`src/rtl/i2c_cmd_arbiter.sv`:
```
// i2c_cmd_arbiter
//
// Sequences a shared i2c master core for two requesters. After reset it issues
// the SCL prescale configuration once. It then grants complete transactions
// round-robin, drives the core's memory_control/memory_data words, tracks core
// busy, and returns read data plus an error flag (NACK or start timeout).
//
// Ports
//   clk, rst                 system clock, synchronous active-high reset
//   reqN_valid/ctrl/wdata    requester N transaction (ctrl: [3:0] cmd, [10:4] addr,
//                            [14:11] byte count)
//   reqN_grant               1-cycle pulse when requester N's inputs are sampled
//   reqN_done                1-cycle pulse when requester N's transaction completes
//   rsp_rdata, rsp_err       result of the last completed transaction
//   i2c_control, i2c_data    to core memory_control / memory_data
//   i2c_busy, i2c_ack_err,
//   i2c_rdata                from core; ack_err/rdata valid when busy falls
//   cfg_done                 high once prescale configuration has been issued
module i2c_cmd_arbiter #(
  parameter logic [15:0] PRESCALE      = 16'd125,
  parameter int unsigned START_TIMEOUT = 16,
  parameter int unsigned CLR_CYCLES    = 2
) (
  input  logic        clk,
  input  logic        rst,
  input  logic        req0_valid,
  input  logic [31:0] req0_ctrl,
  input  logic [31:0] req0_wdata,
  output logic        req0_grant,
  output logic        req0_done,
  input  logic        req1_valid,
  input  logic [31:0] req1_ctrl,
  input  logic [31:0] req1_wdata,
  output logic        req1_grant,
  output logic        req1_done,
  output logic [31:0] rsp_rdata,
  output logic        rsp_err,
  output logic [31:0] i2c_control,
  output logic [31:0] i2c_data,
  input  logic        i2c_busy,
  input  logic        i2c_ack_err,
  input  logic [31:0] i2c_rdata,
  output logic        cfg_done
);

  localparam logic [3:0]  CmdWrite    = 4'h5;
  localparam logic [3:0]  CmdRead     = 4'h3;
  localparam logic [31:0] CfgWord     = {PRESCALE, 16'h0009};
  localparam logic [15:0] TimeoutLast = 16'(START_TIMEOUT - 1);
  localparam logic [15:0] ClrLast     = 16'(CLR_CYCLES - 1);

  typedef enum logic [2:0] {
    StCfg,
    StCfgClr,
    StIdle,
    StIssue,
    StWaitBusy,
    StWaitDone,
    StResp,
    StClr
  } state_e;

  state_e      state_q, state_d;
  logic [15:0] cnt_q, cnt_d;
  logic        rr_last_q, rr_last_d;
  logic        owner_q, owner_d;
  logic [31:0] ctrl_q, ctrl_d;
  logic [31:0] wdata_q, wdata_d;
  logic [31:0] rsp_rdata_q, rsp_rdata_d;
  logic        rsp_err_q, rsp_err_d;
  logic        cfg_done_q, cfg_done_d;

  logic [31:0] ctrl_drv, data_drv;
  logic        grant0, grant1, done0, done1;
  logic        pick1, any_req;
  logic [31:0] sel_ctrl, sel_wdata;

  function automatic logic cmd_ok(input logic [3:0] cmd, input logic [3:0] count);
    return ((cmd == CmdWrite) || (cmd == CmdRead)) && (count != 4'd0);
  endfunction

  // On a tie the requester that did not win last time goes next.
  assign any_req   = req0_valid | req1_valid;
  assign pick1     = req1_valid & (~req0_valid | ~rr_last_q);
  assign sel_ctrl  = pick1 ? req1_ctrl : req0_ctrl;
  assign sel_wdata = pick1 ? req1_wdata : req0_wdata;

  always_comb begin
    state_d     = state_q;
    cnt_d       = cnt_q;
    rr_last_d   = rr_last_q;
    owner_d     = owner_q;
    ctrl_d      = ctrl_q;
    wdata_d     = wdata_q;
    rsp_rdata_d = rsp_rdata_q;
    rsp_err_d   = rsp_err_q;
    cfg_done_d  = cfg_done_q;
    ctrl_drv    = '0;
    data_drv    = '0;
    grant0      = 1'b0;
    grant1      = 1'b0;
    done0       = 1'b0;
    done1       = 1'b0;

    unique case (state_q)
      StCfg: begin
        ctrl_drv = CfgWord;
        cnt_d    = '0;
        state_d  = StCfgClr;
      end
      StCfgClr: begin
        if (cnt_q == ClrLast) begin
          cfg_done_d = 1'b1;
          state_d    = StIdle;
        end else begin
          cnt_d = cnt_q + 16'd1;
        end
      end
      StIdle: begin
        if (any_req) begin
          grant0    = ~pick1;
          grant1    = pick1;
          owner_d   = pick1;
          rr_last_d = pick1;
          ctrl_d    = sel_ctrl;
          wdata_d   = sel_wdata;
          if (cmd_ok(sel_ctrl[3:0], sel_ctrl[14:11])) begin
            state_d = StIssue;
          end else begin
            // Malformed request never reaches the core.
            rsp_rdata_d = '0;
            rsp_err_d   = 1'b1;
            state_d     = StResp;
          end
        end
      end
      StIssue: begin
        ctrl_drv = ctrl_q;
        data_drv = wdata_q;
        cnt_d    = '0;
        state_d  = StWaitBusy;
      end
      StWaitBusy: begin
        ctrl_drv = ctrl_q;
        data_drv = wdata_q;
        if (i2c_busy) begin
          state_d = StWaitDone;
        end else if (cnt_q == TimeoutLast) begin
          rsp_rdata_d = '0;
          rsp_err_d   = 1'b1;
          state_d     = StResp;
        end else begin
          cnt_d = cnt_q + 16'd1;
        end
      end
      StWaitDone: begin
        ctrl_drv = ctrl_q;
        data_drv = wdata_q;
        if (!i2c_busy) begin
          rsp_rdata_d = (ctrl_q[3:0] == CmdRead) ? i2c_rdata : 32'h0;
          rsp_err_d   = i2c_ack_err;
          state_d     = StResp;
        end
      end
      StResp: begin
        done0   = ~owner_q;
        done1   = owner_q;
        cnt_d   = '0;
        state_d = StClr;
      end
      StClr: begin
        // Control stays zero long enough that the core cannot retrigger.
        if (cnt_q == ClrLast) begin
          state_d = StIdle;
        end else begin
          cnt_d = cnt_q + 16'd1;
        end
      end
      default: state_d = StCfg;
    endcase
  end

  always_ff @(posedge clk) begin
    if (rst) begin
      state_q     <= StCfg;
      cnt_q       <= '0;
      rr_last_q   <= 1'b1;
      owner_q     <= 1'b0;
      ctrl_q      <= '0;
      wdata_q     <= '0;
      rsp_rdata_q <= '0;
      rsp_err_q   <= 1'b0;
      cfg_done_q  <= 1'b0;
    end else begin
      state_q     <= state_d;
      cnt_q       <= cnt_d;
      rr_last_q   <= rr_last_d;
      owner_q     <= owner_d;
      ctrl_q      <= ctrl_d;
      wdata_q     <= wdata_d;
      rsp_rdata_q <= rsp_rdata_d;
      rsp_err_q   <= rsp_err_d;
      cfg_done_q  <= cfg_done_d;
    end
  end

  // The state register sits in StCfg while rst is held; masking the decoded
  // outputs keeps the configuration word off the core until reset releases.
  assign i2c_control = rst ? 32'h0 : ctrl_drv;
  assign i2c_data    = rst ? 32'h0 : data_drv;
  assign req0_grant  = ~rst & grant0;
  assign req1_grant  = ~rst & grant1;
  assign req0_done   = ~rst & done0;
  assign req1_done   = ~rst & done1;
  assign rsp_rdata   = rsp_rdata_q;
  assign rsp_err     = rsp_err_q;
  assign cfg_done    = cfg_done_q;

endmodule

```
`config.mk`:
```
export PLATFORM = sky130hd
export DESIGN_NAME = i2c_cmd_arbiter
export DESIGN_NICKNAME = d
export VERILOG_FILES = /design/src/rtl/i2c_cmd_arbiter.sv
export SDC_FILE = /design/constraint.sdc
export NUM_CORES = 1
export LEC_CHECK = 0
export CORE_MARGIN = 3
export CORE_UTILIZATION = 46
export CTS_BUF_LIST = sky130_fd_sc_hd__clkbuf_8
export DETAILED_ROUTE_END_ITERATION = 16
export PLACE_DENSITY = 0.86
export SYNTH_ARGS = -nofsm -noshare
export SYNTH_HDL_FRONTEND = slang
export SYNTH_SLANG_ARGS = --single-unit
export TNS_END_PERCENT = 5
```
`constraint.sdc`:
```
create_clock -name clk -period 5.5 [get_ports clk]
set_input_delay 1.1 -clock clk [delete_from_list [all_inputs] [get_ports clk]]
set_output_delay 1.1 -clock clk [all_outputs]
set_load 0.01 [all_outputs]
```
**Yosys cells after proc, flatten, opt, wreduce, memory -nomap -nowiden**

Cells that the tools add are included.

- Output and inout bits: 102
- Word-level logic and storage cells: 93
- Bits of input ports: 166
- Bits in latches: 0
- Memories kept: 0
- Bits in writable memories: 0
- Memory bits (read-only): 0
- Register bits: 119

- Equal/unequal tests: 21
- $lt $le $gt $ge: 0
- $add $sub $neg: 1
- Shift operators: 0
- Mux-type cells: 36
- Multipliers: 0
- Divide/modulo/power cells: 0
- Bitwise logic cells: 12
- Reductions and logical operators: 14

Operator list:

| kind | number |
|---|---|
| $mux 32 | 11 |
| $pmux 32 s3 | 1 |
| $pmux 32 s2 | 1 |
| $mux 16 | 3 |
| $pmux 16 s3 | 1 |
| $pmux 3 s7 | 1 |
| $mux 3 | 6 |
| $add 16x1->16 const B | 1 |
| $eq 16x1->1 const B | 1 |
| $eq 16x4->1 const B | 1 |
| $ne 2x2->1 const B | 7 |
| $eq 3x3->1 const B | 4 |
| $mux 1 | 11 |
| $eq 4x2->1 const B | 2 |
| $reduce_and 4->1 | 2 |
| $eq 3x2->1 const B | 2 |
| $reduce_and 6->1 | 1 |
| $reduce_bool 3->1 | 2 |
| $reduce_or 3->1 | 2 |
| $and 1x1->1 | 5 |
| $not 1->1 | 5 |
| $eq 4x3->1 const B | 1 |
| $reduce_and 2->1 | 2 |
| $reduce_bool 4->1 | 1 |
| other kinds (9) | 10 |

**Logic depth before layout (Yosys ltp)**

Gate-level depths: netlist of the first run.

- Depth after elaboration: 10
- Mapped depth: 8
- Depth with buffers taken out: 7

**Least setup slack after synthesis of the first run**

OpenSTA, ideal clock, no wires.

- Kind: input to output
- Start: input req1_valid
- End: output req1_grant
- Arrival: 2,406 ps
- Buffers on the path: 2
- Data required time: 4,400 ps
- Cell stages on the path: 5
- Slack: 1,994 ps
- Path through: a21boi_1 -> clkbuf_1 -> clkbuf_1 -> nand2_1 -> nor2_1

- Cells in the longest elaborated chain, start to end: 4
- Elaborated cells on any way between the ends: 5
- Classes of those cells: 2 x mux; 3 x bitwise

Ends and longest elaborated chain:

| element | RTL line | source |
|---|---|---|
| start, declared | 31 | `input logic req1_valid,` |
| $and 1x1->1 / $or 1x1->1 (equally long branches) | 84, 83 |  |
| $mux 1 * | 120 | `if (any_req) begin` |
| $mux 1 * | 105 | `unique case (state_q)` |
| $and 1x1->1 * | 212 | `assign req1_grant = ~rst & grant1;` |
| end, declared | 34 | `output logic req1_grant,` |

Every way passes the cells marked *; elsewhere a longest branch is shown, timed or not.

**Worst setup path after layout of the first run**

- Start: register state_q[2]
- End: output i2c_control[21]

- Cells in the longest elaborated chain, start to end: 4
- Elaborated cells on any way between the ends: 7
- Classes of those cells: 3 x eq/ne; 2 x mux; 2 x reduce/logical

Ends and longest elaborated chain:

| element | RTL line | source |
|---|---|---|
| start, declared | 63 | `state_e state_q, state_d;` |
| start signal, assigned | 185 | `state_q <= StCfg;` |
| start signal, assigned | 195 | `state_q <= state_d;` |
| $eq 3x3->1 / $eq 3x2->1 (equally long branches) | 105 |  |
| $reduce_or 3->1 (no source line) | - |  |
| $pmux 32 s2 * | 105 |  |
| $mux 32 * | 209 | `assign i2c_control = rst ? 32'h0 : ctrl_drv;` |
| end, declared | 38 | `output logic [31:0] i2c_control,` |

Marked as above.

==> run_results.csv, run 1 <==
group,metric,value,unit
status,outcome,"complete, no violations",
worst_setup_path,crit_fanout,64,
timing,rsz0062_at_grt,"no",
layout,num-fill-cells,897,
synth,syn_nets,865,
timing,setup_viol_count_final,0,
global_route,grt_pass1_wl,30100,um
worst_setup_path,crit_arrival,3260,ps
detailed_routing,avgViaCountPerCell,5.52,
worst_setup_path,path_cells,"nand2b_1 > nand2_2 > nand2_1 > a21oi_1 > clkdlybuf4s50_1",
place,port_buffers,267,
synth,synth.distinct_cells,52,
worst_setup_path,slowest_delay,870,ps
timing,slew_viol_final,0,
synth,synth-edff-count,0,
synth,synth-compound-area-share,19.2,%
layout,layout_commonest_cell,"clkdlybuf4s50_1",
layout,seq_area,2380,um^2
run,maxCapViolCount,0,
synth,synth_top_family_by_area,"simple AND/OR/NAND/NOR gates",
synth,synth_area,5800,um^2
timing,timing.final.crit_share,79.3,%
clock_tree,clock_sinks,119,
detailed_routing,avgRoutedWirePerCell,17.0,um
clock_tree,cts_buffer_depth,2,
timing,timing.final.hold_violations,0,
timing,finalHoldWorstSlack,457,ps
power_and_ir_drop,p_total,3.06,mW
floorplan,ios,268,
synth,syn_inst,697,
timing,setup_tns,0,ps
layout,drive_gt1_share,6.15,%
detailed_routing,drtIter0Drc,431,
layout,final_cell_mix,"clkdlybuf4s50_1, dfxtp_1, nor2_1, and3_1",
clock_tree,post-cts-setup-buffers,0,
clock_tree,cts-root-buf,"clkbuf_8",
floorplan,core-area,12200,um^2
timing,tightest_slew,1140,ps
synth,synth_ff_type,"dfxtp_1",
worst_setup_path,crit_required,4400,ps
global_route,overflow,0,
power_and_ir_drop,power_density,341,nW/um^2
worst_setup_path,path_class,"reg2out",
layout,nets,1098,
place,place_inst,1079,
floorplan,die-area,14000,um^2
timing,fmax,229,MHz
worst_setup_path,critPathLaunchType,"register",
worst_setup_path,worstSetupEndpointType,"output port",
clock_tree,clk_latency,430,ps
global_route,antenna_found_initial,1,
layout,multi_input_area,3160,um^2
detailed_routing,firstDrtPassIters,6,
clock_tree,postCtsResizedCells,0,
synth,muxShareOfSynthArea,9.67,%
floorplan,rows,40,
synth,synth.yosys.warnings,0,
detailed_routing,wirelength,18900,um
synth,ys_seq_area_share,41.1,%
synth,ys_ff_latch,119,
floorplan,die_h,118,um
global_route,track_usage,26.4,%
worst_hold_path,hold_class,"reg2reg",
worst_setup_path,slowest_stage,"nand2_2",
detailed_routing,antenna_left,0,
detailed_routing,vias,6139,
place,place_congestion,0.891,
floorplan,die_w,118,um
global_route,grt_max_degree,80,
clock_tree,ctsHoldBuffers,0,
synth,synthSimpleGateAreaFrac,23.3,%
synth,synth_area_per_cell,8.32,um^2
place,dp_hpwl,13100,um
global_route,grt_pass1_vias,5886,
timing,fin_skew,10.3,ps
synth,async_reset_ff_share,0,%
floorplan,initial_utilization,47.7,%
timing,period_needed,4360,ps
power_and_ir_drop,vdd_drop_max,204,uV
power_and_ir_drop,p_leak,3.31,nW
clock_tree,clk_transition_reported_paths,70,ps
synth,synthAdderAreaFrac,0.432,%
clock_tree,htree_levels,4,
layout,area_growth,54.8,%
synth,synthXorXnorAreaFrac,1.36,%
clock_tree,cts_tree,"yes",
detailed_routing,drc,0,
layout,final_cells,1112,
timing,relSlewSlack,23.6,%
clock_tree,cts_buffers,17,
layout,final_util,73.8,%
area by class of cell:
| cell class | instances | area share, % |
|---|---|---|
| multi-input cells | 505 | 35.2 |
| inverters | 10 | 0.418 |
| clock inverters | 13 | 1.98 |
| flip-flops and latches | 119 | 26.6 |
| clock buffers | 19 | 2.91 |
| diodes | 1 | 0.0279 |
| well taps | 168 | 2.34 |
| repair buffers | 277 | 30.6 |
sequential cells by signal (all words and copies together), names as in the netlist:
name,cells
ctrl_q,32
cfg_done,1
cnt_q,16
rsp_err,1
rsp_rdata,32
rr_last_q,1
wdata_q,32
state_q,3
owner_q,1
critical path, delay by kind of cell, from the launching register on:
family,cells,cell delay [ps]
AOI/OAI and AO/OA,1,200
buffers and inverters,1,590
DFF,1,590
and+or+nand+nor,3,1430
layer usage:
layer | vias up | track usage, % | part of all wire, %
li1 | 2996 | - | -
met1 | 2847 | 30.1 | 39
met2 | 257 | 44.4 | 49
met3 | 39 | 10.1 | 9.2
met4 | 0 | 10.4 | 2.8
met5 | - | 0 | 0
final timing paths:
kind	startpoint	endpoint	slack (ps)	cells after the start
worst max-delay path	state_q[2]	i2c_control[21]	1140	5
worst min-delay path	rsp_rdata[15]	rsp_rdata[15]	460	2
worst max register to register	state_q[0]	rsp_rdata[20]	2690	5
worst min register to register	rsp_rdata[15]	rsp_rdata[15]	460	2
where the power goes:
part / switching, mW / internal (mW) / leakage [nW]
sequential: 0.111 / 1.02 / 0.965
combinational: 0.596 / 0.457 / 2.13
clock: 0.364 / 0.515 / 0.215
total: 1.07 / 1.99 / 3.31
cells in the mapped netlist (2+ instances only):
cell type	instances	area share (%)
dfxtp_1	119	41
nor2_1	81	5.2
and3_1	57	6.2
a211oi_1	56	7.3
mux2i_1	56	9.7
nand2_1	54	3.5
clkbuf_1	45	2.9
o21ai_0	43	3.7
nand3_1	38	3.3
a21oi_1	21	1.8
or3_1	11	1.2
buf_2	10	0.86
inv_1	10	0.65
buf_1	8	0.52
a22o_1	7	1.1
a22oi_1	7	0.91
xor2_1	7	1.1
nor3_1	6	0.52
or4_1	5	0.65
nand2b_1	4	0.43
nor4_1	4	0.43
a21o_1	3	0.39
a31oi_1	3	0.32
nand4_1	3	0.32
o31ai_1	3	0.39
and4_1	2	0.30
ha_1	2	0.43
nor2b_1	2	0.22
o211ai_1	2	0.26
o21a_1	2	0.26
o21ai_1	2	0.17
o21ai_2	2	0.30
or4_4	2	0.39
xnor2_1	2	0.30
per-stage QoR:
stage	setup slack, ps	instance area, um^2
after floorplan	1990	5800
after global placement	1370	8530
after detailed placement	1360	8530
after CTS	1160	8970
after global routing	872	8970
final	1140	8970
cell families after synthesis:
family	Yosys count
buffers and inverters	73
flip-flops	119
adder cells (fa/ha/maj)	2
multiplexers	56
XOR/XNOR	9
AO/OA/AOI/OAI	164
AND/OR/NAND/NOR	274
Power figures use the tool's default switching activity.
==> inputs of run 2 (changes only) <==
- CORE_UTILIZATION: 46 -> 43
- PLACE_DENSITY: 0.86 -> 0.81
- clock period: 5.5 -> 4.5 ns (I/O delays scaled with it)
==> run 2 against run 1 <==
  * Die area is 6.6% higher
  * Clock-buffer cell count rose by 2
  * Largest power group unchanged
  * Routed wire length rose by 1.0%
  * Global-route usage down 1.4 points
  * Critical endpoint is now i2c_data[12]
==> run_results.csv, run 2 (synthesized netlist as in run 1, its figures left out) <==
group,metric,value,unit
clock_tree,htree_levels,4,
timing,tightest_slew,1090,ps
place,place_congestion,0.844,
detailed_routing,top_layer,"met4",
detailed_routing,vias,6004,
place,dp_hpwl,13600,um
timing,timing.final.crit_share,90.2,%
detailed_routing,wl_met3,1670,um
clock_tree,cts_buffers,17,
timing,rsz0062_at_grt,"no",
detailed_routing,avgRoutedWirePerCell,17.1,um
worst_setup_path,slowest_delay,590,ps
worst_setup_path,r2r_slack,1930,ps
timing,setup_tns,0,ps
floorplan,core-area,12900,um^2
clock_tree,ctsHoldBuffers,0,
floorplan,ios,268,
floorplan,die_h,122,um
power_and_ir_drop,vdd_drop_max,242,uV
layout,nets,1101,
place,place_area,8560,um^2
timing,slew_viol_final,0,
layout,num_antenna_cells,0,
detailed_routing,firstDrtPassIters,5,
global_route,track_usage,25.0,%
place,port_buffers,267,
status,outcome,"complete, no violations",
detailed_routing,antenna_left,0,
clock_tree,clock_sinks,119,
worst_setup_path,crit_required,3600,ps
timing,fin_skew,11.7,ps
clock_tree,postCtsResizedCells,0,
timing,relSlewSlack,26.8,%
global_route,overflow,0,
clock_tree,clk_transition_reported_paths,70,ps
global_route,grt_pass1_wl,29600,um
worst_setup_path,path_class,"reg2out",
timing,fmax,246,MHz
worst_setup_path,crit_arrival,3160,ps
worst_setup_path,rr_endpoint,"wdata_q[12]",
worst_setup_path,path_cells,"nand2b_1 > nand2_2 > buf_4 > and3_1 > clkdlybuf4s50_1",
detailed_routing,wirelength,19100,um
worst_hold_path,holdPathEnd,"rsp_rdata[22]",
timing,timing.final.hold_violations,0,
layout,area_growth,56.0,%
layout,finish.instance_area,9040,um^2
worst_setup_path,worstSetupEndpointType,"output port",
floorplan,rows,41,
global_route,grt_max_degree,115,
layout,layout_commonest_cell,"clkdlybuf4s50_1",
worst_hold_path,min_from,"rsp_rdata[22]",
global_route,antenna_found_initial,0,
worst_hold_path,whs_path_depth,2,
detailed_routing,drtIter0Drc,394,
detailed_routing,avgViaCountPerCell,5.37,
worst_setup_path,slowest_stage,"dfxtp_1",
clock_tree,post-cts-setup-buffers,0,
worst_setup_path,r2r_start,"state_q[0]",
power_and_ir_drop,power_density,424,nW/um^2
worst_hold_path,hold_class,"reg2reg",
layout,drive_gt1_share,6.55,%
clock_tree,cts_buffer_depth,2,
clock_tree,cts-root-buf,"clkbuf_8",
floorplan,initial_utilization,45.0,%
detailed_routing,routedLengthMet1,7720,um
worst_setup_path,crit_family,"simple AND/OR/NAND/NOR gates",
power_and_ir_drop,p_leak,3.34,nW
layout,final_cell_mix,"clkdlybuf4s50_1, dfxtp_1, nor2_1, and3_1",
layout,num-fill-cells,1063,
detailed_routing,wl_met2,9300,um
detailed_routing,drc,0,
timing,period_needed,4060,ps
worst_setup_path,ff2ff_path_depth,5,
floorplan,die_w,122,um
global_route,grt_pass1_vias,5780,
worst_setup_path,critPathLaunchType,"register",
run,maxCapViolCount,0,
worst_setup_path,crit_fanout,37,
floorplan,die-area,14900,um^2
clock_tree,clk_latency,430,ps
worst_setup_path,cp_num_buf_inv,2,
timing,setup_viol_count_final,0,
worst_setup_path,crit_start,"state_q[2]",
clock_tree,cts_tree,"yes",
-- run 2: metrics by stage --
step           power [mW]  worst slack, ps  cells  util [%]  hold WS (ps)
6_report             3.83              442   1118      70.2           454
3_3_place_gp         2.67              966   1086      66.5           444
3_5_place_dp         2.69              935   1086      66.5           450
5_1_grt              4.06              261   1118      70.2           482
2_1_floorplan        2.19             1390    697         -           441
4_1_cts              3.85              466   1118      70.2           460
-- run 2: metal layers --
| metal | track usage [%] | vias up |
|---|---|---|
| li1 | - | 2999 |
| met1 | 30.2 | 2722 |
| met2 | 42.0 | 251 |
| met3 | 8.50 | 32 |
| met4 | 7.84 | 0 |
| met5 | 0 | - |
-- run 2: worst max path at each step --
stage,to,slack [ps],cells past startpoint
after floorplan,req1_grant,1390,5
after global placement,i2c_control[29],970,5
after detailed placement,i2c_control[29],940,5
after CTS,i2c_control[29],470,5
after global routing,i2c_data[24],260,5
final,i2c_data[12],440,5
-- run 2: layout make-up --
cell class	instances	area (um^2)	area share, %
clock inverters	11	194	2.15
inverters	10	37.5	0.415
flip-flops and latches	119	2380	26.4
clock buffers	21	289	3.20
multi-input cells	505	3160	34.9
repair buffers	280	2770	30.6
well taps	172	215	2.38
-- run 2: where the power goes --
| part | switching (mW) | internal, mW |
|---|---|---|
| combinational | 0.726 | 0.567 |
| sequential | 0.140 | 1.24 |
| clock | 0.438 | 0.719 |
| total | 1.30 | 2.53 |
-- run 2: tightest hold or removal path: cells and delay by family (launching register included) --
family	cells	cell delay, ps
compound gates	1	50
simple gates	1	50
flops	1	310
==> inputs of run 3 (changes only) <==
- ABC_AREA: default -> 1
- CORE_UTILIZATION: 43 -> 45
- PLACE_DENSITY: 0.81 -> 0.82
==> run 3 against run 2 <==
  * Non-clock buffer count up 2
  * Via count up 26%
  * Clock power down 12%
  * Critical path depth up 3
  * Power up 27%
  * Design area up 5.9%
  * First-iteration DRC count up 23%
==> run_results.csv, run 3 <==
group,metric,value,unit
clock_tree,clock_sinks,119,
synth,synth_area_per_cell,6.19,um^2
detailed_routing,avgViaCountPerCell,5.14,
clock_tree,cts_buffers,17,
synth,netlist_top_cells_area,"dfxtp_1, nand2_1, a21oi_1",
synth,ys_ff_latch,119,
detailed_routing,drtIter0Drc,485,
synth,syn_inst,1042,
timing,timing.final.hold_violations,0,
synth,yosysTopAreaCellShare,37.0,%
layout,area_growth,48.5,%
global_route,overflow,0,
worst_setup_path,crit_arrival,2870,ps
timing,fin_skew,7.36,ps
detailed_routing,wirelength,22300,um
global_route,grt_pass1_wl,35100,um
status,outcome,"complete, no violations",
synth,ys_seq_area_share,37.0,%
timing,period_needed,3770,ps
place,dp_hpwl,15700,um
global_route,grt_pass1_vias,7197,
synth,async_reset_ff_share,0,%
clock_tree,clk_transition_reported_paths,70,ps
timing,setup_tns,0,ps
synth,synth_ff_type,"dfxtp_1",
layout,layout_commonest_cell,"nand2_1",
power_and_ir_drop,power_density,510,nW/um^2
synth,syn_nets,1210,
place,place_congestion,0.896,
clock_tree,clk_latency,460,ps
worst_hold_path,hold_class,"reg2reg",
detailed_routing,avgRoutedWirePerCell,15.2,um
clock_tree,post-cts-setup-buffers,0,
timing,slew_viol_final,0,
timing,tightest_slew,1110,ps
worst_setup_path,r2r_slack,1860,ps
floorplan,core-area,13900,um^2
detailed_routing,drc,0,
clock_tree,postCtsResizedCells,0,
clock_tree,cts_tree,"yes",
synth,yosys.area.top_type,"dfxtp_1",
timing,rsz0062_at_grt,"no",
clock_tree,ctsHoldBuffers,0,
power_and_ir_drop,p_total,4.88,mW
floorplan,die-area,15800,um^2
layout,final_cell_mix,"nand2_1, clkdlybuf4s50_1, nor2_1, a21oi_1, dfxtp_1",
global_route,grt_max_degree,64,
detailed_routing,wl_met3,2060,um
clock_tree,cts_buffer_depth,2,
global_route,track_usage,27.5,%
timing,timing.final.crit_share,83.7,%
layout,drive_gt1_share,5.28,%
timing,fmax,265,MHz
clock_tree,htree_levels,4,
layout,nets,1442,
synth,ys_top_cells_by_count,"nand2_1, nor2_1, a21oi_1, dfxtp_1, inv_1",
detailed_routing,routedLengthMet1,8840,um
worst_setup_path,crit_fanout,40,
run,maxCapViolCount,0,
floorplan,rows,43,
detailed_routing,vias,7551,
place,port_buffers,267,
floorplan,die_w,126,um
detailed_routing,firstDrtPassIters,7,
floorplan,ios,268,
worst_setup_path,worstSetupEndpointType,"output port",
detailed_routing,top_layer,"met4",
power_and_ir_drop,p_leak,3.87,nW
power_and_ir_drop,vdd_drop_max,219,uV
clock_tree,cts-root-buf,"clkbuf_8",
synth,synth_area,6450,um^2
worst_setup_path,critPathLaunchType,"register",
synth,synth.distinct_cells,32,
global_route,antenna_found_initial,0,
synth,yosysMostFrequentCell,"nand2_1",
worst_setup_path,crit_required,3600,ps
synth,synth-edff-count,0,
timing,relSlewSlack,25.8,%
worst_setup_path,path_class,"reg2out",
floorplan,initial_utilization,46.3,%
layout,final_util,68.7,%
detailed_routing,wl_met2,10500,um
floorplan,die_h,126,um
timing,setup_viol_count_final,0,
synth,synth.yosys.warnings,0,
detailed_routing,antenna_left,0,
run 3: through the flow:
stage	hold WS (ps)	cells	instance area, um^2	setup WS, ps
after floorplan	444	1042	6450	1800
after global placement	447	1435	9160	783
after detailed placement	470	1435	9160	777
after CTS	479	1467	9570	691
after global routing	502	1467	9570	486
final	482	1468	9580	732
run 3: worst paths after layout:
check	start	endpoint	cells past startpoint
min	cnt_q[14]	cnt_q[14]	2
min reg2reg	cnt_q[14]	cnt_q[14]	2
max	state_q[0]	i2c_control[20]	8
max reg2reg	state_q[1]	wdata_q[2]	8
run 3: report_power, final:
part	switching, mW	internal [mW]	total [mW]
Clock	0.443	0.574	1.02
Combinational	1.31	0.968	2.28
Sequential	0.196	1.39	1.59
run 3: cells by family after synthesis:
family                   Yosys count  share of synthesized area (%)
AO/OA/AOI/OAI                    204                           16.2
XOR/XNOR                          11                           1.49
adder cells (fa/ha/maj)            2                          0.388
buffers and inverters            164                           10.6
flip-flops                       119                           37.0
AND/OR/NAND/NOR                  542                           34.3
run 3: area by class of cell:
class | count | area, um^2
flip-flops and latches | 119 | 2380
diodes | 1 | 2.50
multi-input cells | 759 | 3400
clock inverters | 9 | 96.3
inverters | 95 | 359
clock buffers | 23 | 317
repair buffers | 282 | 2800
fillers | 1230 | 4360
well taps | 180 | 225
run 3: per-layer routing:
metal,GRT usage (%),vias up
met5,0,-
met3,9.16,56
li1,-,3775
met2,46.3,310
met1,31.9,3410
met4,12.1,0
run 3: critical path, cell delays in order (launching register included):
cell	delay [ps]
dfxtp_1	510
nand2_1	90
nor2_1	270
nor2_4	160
buf_4	300
inv_1	250
nand2_1	90
a21oi_1	160
clkdlybuf4s50_1	560
